==> config.mk <==
export PLATFORM = sky130hd
export DESIGN_NAME = bcd_ser2par
export DESIGN_NICKNAME = d
export VERILOG_FILES = /design/src/rtl/bcd_ser2par.sv
export SDC_FILE = /design/constraint.sdc
export NUM_CORES = 1
export LEC_CHECK = 0
export CAP_MARGIN = 15
export CORE_UTILIZATION = 55
export CTS_BUF_LIST = sky130_fd_sc_hd__clkbuf_16
export CTS_CLUSTER_DIAMETER = 40
export CTS_CLUSTER_SIZE = 28
export DETAILED_ROUTE_END_ITERATION = 8
export GPL_TIMING_DRIVEN = 0
export HOLD_SLACK_MARGIN = 0.15
export PLACE_DENSITY = 0.81
export SLEW_MARGIN = 10
export SYNTH_ARGS = -nofsm -noshare
export SYNTH_HDL_FRONTEND = slang
export SYNTH_SLANG_ARGS = --single-unit
export TNS_END_PERCENT = 10
==> constraint.sdc <==
create_clock -name clk_i -period 3.88 [get_ports clk_i]
set_input_delay 0.388 -clock clk_i [delete_from_list [all_inputs] [get_ports clk_i]]
set_output_delay 0.388 -clock clk_i [all_outputs]
set_load 0.02 [all_outputs]
==> src/rtl/bcd_ser2par.sv <==
// bcd_ser2par: assembles LSB-first serial BCD digits and queues them in a small FIFO.
// Define BCD_ERR_CHECK_EN to drop non-BCD codes (1010-1111) and flag them on err_o.
module bcd_ser2par #(
    parameter int DEPTH = 2
) (
    input  logic       clk_i,
    input  logic       rst_i,
    input  logic       ser_valid_i,
    input  logic       ser_bit_i,
    input  logic       ser_sof_i,
    output logic       ser_ready_o,
    output logic [3:0] bcd_o4,
    output logic       bcd_valid_o,
    input  logic       bcd_ready_i,
    output logic       err_o
);
    localparam int AW = $clog2(DEPTH);

    logic [1:0]  r_bit_cnt;
    logic [3:0]  r_shift;
    logic [3:0]  r_mem [DEPTH];
    logic [AW:0] r_wptr;
    logic [AW:0] r_rptr;
    logic        r_err;

    logic        w_full;
    logic        w_empty;
    logic        w_accept;
    logic        w_resync;
    logic        w_last;
    logic        w_bad_code;
    logic        w_push;
    logic        w_pop;
    logic [3:0]  w_digit;
    logic [AW:0] w_ptr_one;

    assign w_ptr_one = {{AW{1'b0}}, 1'b1};

    assign w_full  = (r_wptr[AW] != r_rptr[AW])
                  && (r_wptr[AW-1:0] == r_rptr[AW-1:0]);
    assign w_empty = (r_wptr == r_rptr);

    // Readiness depends only on registered pointers: no bypass from bcd_ready_i.
    assign w_accept = ser_valid_i & ~w_full;
    assign w_resync = w_accept & ser_sof_i & (r_bit_cnt != 2'd0);
    assign w_last   = w_accept & ~ser_sof_i & (r_bit_cnt == 2'd3);
    assign w_digit  = {ser_bit_i, r_shift[2:0]};

`ifdef BCD_ERR_CHECK_EN
    assign w_bad_code = w_last & (w_digit > 4'd9);
`else
    assign w_bad_code = 1'b0;
`endif

    assign w_push = w_last & ~w_bad_code;
    assign w_pop  = ~w_empty & bcd_ready_i;

    always_ff @(posedge clk_i or posedge rst_i) begin
        if (rst_i) begin
            r_bit_cnt <= 2'd0;
            r_shift   <= 4'h0;
        end else if (w_accept) begin
            if (ser_sof_i) begin
                r_shift   <= {3'b000, ser_bit_i};
                r_bit_cnt <= 2'd1;
            end else begin
                r_shift[r_bit_cnt] <= ser_bit_i;
                r_bit_cnt          <= r_bit_cnt + 2'd1;
            end
        end
    end

    always_ff @(posedge clk_i or posedge rst_i) begin
        if (rst_i) begin
            r_err <= 1'b0;
        end else begin
            r_err <= w_resync | w_bad_code;
        end
    end

    always_ff @(posedge clk_i or posedge rst_i) begin
        if (rst_i) begin
            r_wptr <= '0;
            r_rptr <= '0;
        end else begin
            if (w_push) begin
                r_wptr <= r_wptr + w_ptr_one;
            end
            if (w_pop) begin
                r_rptr <= r_rptr + w_ptr_one;
            end
        end
    end

    // Storage needs no reset: the pointers alone define which entries are live.
    always_ff @(posedge clk_i) begin
        if (w_push) begin
            r_mem[r_wptr[AW-1:0]] <= w_digit;
        end
    end

    assign ser_ready_o = ~w_full;
    assign bcd_valid_o = ~w_empty;
    assign bcd_o4      = w_empty ? 4'h0 : r_mem[r_rptr[AW-1:0]];
    assign err_o       = r_err;
endmodule

# After elaboration in Yosys (flattened, before gate mapping)
# Memory sizes are Yosys's and may differ from the RTL's.
# Cells that the tools add are included.
# op_classes
n_addsub,3
n_lt_le_gt_ge,2
eq_ne,4
muxes,8
bitwise_logic,9
reduce_logical,3
# ops
operator,n
$mux W4,2
$add A2 B1 Y2 const B,3
$and A1 B1 Y1,6
$bwmux W4,1
$lt A2 B3 Y1 const B,1
$mux W1,3
$not A1 Y1,3
$demux W1 S2,1
$eq A2 B2 Y1,1
$eq A2 B2 Y1 const B,1
$ge A2 B1 Y1 const B,1
$logic_and A1 B1 Y1,2
$mux W2,1
$reduce_bool A2 Y1,1
$eq A1 B1 Y1,1
$ne A1 B1 Y1,1
# totals
ff_bits,11
ramBits,8
input_bits,6
elab_cells,35
memories,1
# mem_list
memory,words,word_bits,read_ports,rd_ports_with_merged_regs,wr,line,text
r_mem,2,4,1,0,1,21,logic [3:0] r_mem [DEPTH];

# Logic depth before layout (Yosys ltp)
# logic_depth
depth_word,8
mapped_depth,5
mapped_depth_nobuf,5

# Least setup slack after synthesis
# Ideal clock, no wire load.
# synth_path
path_kind,register to output
from,register r_wptr[1]
to,output bcd_o4[0]
t_arrival_ns,1.248
setup_slack_ns,2.244
stages_incl_launch_ff,4
path_buffers,0
path_cell_list,dfrtp_1 > xor2_2 > nor2_1 > nor2_1
# synth_between
elab_chain_cells,2
# synth_rtl
element,line,text
start: declaration,22,logic [AW:0] r_wptr;
start signal: assignment,87,r_wptr <= r_wptr + w_ptr_one;
$eq A2 B2 Y1,41,assign w_empty = (r_wptr == r_rptr);
$mux W4,104,assign bcd_o4 = w_empty ? 4'h0 : r_mem[r_rptr[AW-1:0]];
end: declaration,12,"output logic [3:0] bcd_o4,"
# No other way between the ends.

# Worst setup path after layout
# layout_path
from,register r_wptr[1]
to,output bcd_o4[1]
# The elaborated chain is that of the path after synthesis.

==> impl_metrics.ini <==
[final_layout]
final_nets = 96
diodes = 0
final_cells = 101
num-fill-cells = 103
multiInputGateArea_um2 = 375
drive_above_1_share_pct = 12.9
seq_area_um2 = 490
stdcell_area_um2 = 1120
area_delta_synth_final_pct = 24.3

[synth]
synth_mux_area_share_pct = 8.34
yosys_warnings = 0
synth_compound_area_share_pct = 11.1
yosys.area_share.simple_pct = 8.21
synthesis.area_um2 = 900
seq_area_frac_synth_pct = 54.5
avgSynthCellArea_um2 = 13.0
synth-xor-area-share_pct = 8.48
synth_fp_nets = 79
syn_inst = 69
synth_cell_type_count = 26
ys_ff_latch = 18
synthAdderAreaFrac_pct = 5.56
synth_top_family_by_area = compound AO/OA/AOI/OAI gates

[die]
io_pins = 13
die_h_um = 42.4
die-area_um2 = 1800
die_w_um = 42.4
std_cell_rows = 14
core_um2 = 1520
initial_utilization_pct = 59.0

[setup_path]
slowest_delay_ps = 600
rr_worst_depth = 3
worstSetupEndpointType = output pin
crit_chain = xor2_2 > nor2_1 > nor2_1 > clkdlybuf4s50_1
crit_path_start = r_wptr[1]$_DFFE_PP0P_
crit_end = bcd_o4[1]
r2r-start = r_wptr[1]$_DFFE_PP0P_
cp-start-kind = flip-flop
worstReg2RegEnd = r_mem[0][1]$_DFFE_PP_
crit_slowest_cell = clkdlybuf4s50_1
cp_max_fo = 10
critPathRequiredTime_ps = 3490
path_class = reg -> out
critPathArrivalTime_ps = 2110
reg2reg_slack_ps = 2240
crit_top_cell = nor2_1

[place]
place_area_um2 = 1040
dp_cells = 97
io_buffers = 12
hpwl_mm = 1.11
gp_congestion = 0.660

[global_route]
gr-total-overflow = 0
grt_pass1_wl_mm = 2.69
grtUsageTotal_pct = 20.6
grt_pass1_vias = 577
grt_max_degree = 11
antenna_found_initial = 0

[detailed_routing]
finalWirelength_mm = 1.54
routed.top_layer = met4
wl_met1_um = 668
drcViolationCount = 0
met3_length_um = 54
vias = 575
firstDrtPassIters = 4
vias_per_cell = 5.69
wl_met2_um = 780
wl_per_cell_um = 15.2
first_iter_violations = 6
antenna_left = 0

[clocking]
htree_levels = 1
ctsResizeCount = 0
numCtsBuffers = 3
post_cts_buffers = 0
hold_buffers = 0
clockBufferDepth = 2
clkLatencyLatePin_ps = 250
clock-sinks = 18
cts_tree = yes
root_buffer = clkbuf_16
cts.clk_slew.worst_paths_ps = 50

[power]
switchingPower_mw = 0.388
p_seq_share_pct = 29.7
leakage_nw = 0.479
total_power_mw = 1.01
clockPowerShare_pct = 20.1
pwr_density_cell_nw_per_um2 = 906
p_int_mw = 0.626
p_comb_share_pct = 50.2
peakVddDrop_uv = 449
switching_share_pct = 38.3

[outcome]
status = complete, no violations

[sta]
fmax_ghz = 0.400
grt_setup_unrepaired = false
relSlewSlack_pct = 63.3
min_period_ps = 2500
fin_crit_sh_pct = 64.4
clock_skew_ps = 1.52
tightest_slew_ps = 550
setup_viol = 0
final_hold_viol_count = 0
slew_violations = 0
setup-tns-final_ps = 0

[job]
cap_violations = 0

[hold_path]
min_path_type = in -> async
==> final cells by class <==
| class | count | area share (%) |
|---|---|---|
| Buffer | 1 | 1.01 |
| Clock buffer | 3 | 6.71 |
| Clock inverter | 1 | 0.336 |
| Inverter | 6 | 2.01 |
| Multi-Input combinational cell | 44 | 33.6 |
| Sequential cell | 18 | 43.8 |
| Tap cell | 16 | 1.79 |
| Timing Repair Buffer | 12 | 10.7 |
==> worst min path at each step <==
| stage | start | endpoint |
|---|---|---|
| 2_1_floorplan | rst_i | err_o$_DFF_PP0_ |
| 3_3_place_gp | r_shift[2]$_DFFE_PP0P_ | r_mem[0][2]$_DFFE_PP_ |
| 3_5_place_dp | r_shift[2]$_DFFE_PP0P_ | r_mem[0][2]$_DFFE_PP_ |
| 4_1_cts | rst_i | r_shift[1]$_DFFE_PP0P_ |
| 5_1_grt | rst_i | r_wptr[1]$_DFFE_PP0P_ |
| 6_report | rst_i | r_shift[1]$_DFFE_PP0P_ |
==> metrics by stage <==
step	setup WS [ps]	utilization (%)	hold WS, ps
6_report	1380	73.4	425
2_1_floorplan	2240	-	228
5_1_grt	1210	73.4	480
3_3_place_gp	1720	68.2	459
3_5_place_dp	1670	68.2	468
4_1_cts	1360	73.4	440
==> registers in the layout (all words and copies together) (netlist names) <==
register   count
r_mem          8
r_shift        3
r_bit_cnt      2
r_rptr         2
r_wptr         2
err_o          1
==> layer usage <==
metal	GRT usage (%)	vias up
met5	0	-
met4	11.3	0
met3	3.88	5
met2	34.2	14
met1	25.3	279
li1	-	277
==> cell usage after synthesis (all sizes together) <==
master / n / share of area, %
edfxtp: 8 / 27
inv: 6 / 2.5
a21bo: 1 / 1.8
buf: 1 / 1.3
mux2i: 6 / 6.7
a211o: 1 / 0.97
ha: 4 / 5.6
and2: 1 / 0.70
nand2: 2 / 0.83
nand4b: 1 / 0.97
dfrtp: 10 / 28
a21oi: 4 / 2.6
o32ai: 1 / 1.8
o21ai: 3 / 1.7
mux2: 1 / 1.7
nand2b: 1 / 0.70
nor3b: 2 / 1.7
a211oi: 1 / 1.4
o211ai: 1 / 0.83
nor2: 6 / 2.5
nand3b: 1 / 0.83
xnor2: 4 / 4.7
xor2: 3 / 3.8
==> power groups by stage <==
stage,clock network (mW),registers (mW),logic [mW]
2_1_floorplan,0,0.301,0.342
3_3_place_gp,0,0.301,0.489
3_5_place_dp,0,0.305,0.505
4_1_cts,0.205,0.302,0.514
5_1_grt,0.213,0.308,0.550
6_report,0.204,0.301,0.508
==> cells by family (layout without fill, tap and decap cells) <==
group | Yosys count | after routing
xor+xnor | 7 | 7
mux | 7 | 7
compound gates | 12 | 12
simple gates | 14 | 14
flops | 18 | 18
fa+ha+maj | 4 | 4
buf+inv | 7 | 23
==> cell usage in the layout (no fill, tap or decap), types with 2 or more instances in the layout <==
cell,instances
a21oi_1,3
clkbuf_16,3
clkdlybuf4s50_1,12
dfrtp_1,10
edfxtp_1,8
ha_1,4
inv_1,7
mux2i_1,6
nand2_1,2
nor2_1,6
nor3b_1,2
o21ai_0,3
xnor2_1,3
xor2_1,2
==> critical path: cells and delay by family (launching register included) <==
family        cells  cell delay (ps)
xor+xnor          1              490
buf+inv           1              600
flops             1              410
simple gates      2              350
Note: power is estimated with default switching activity, not from simulation.
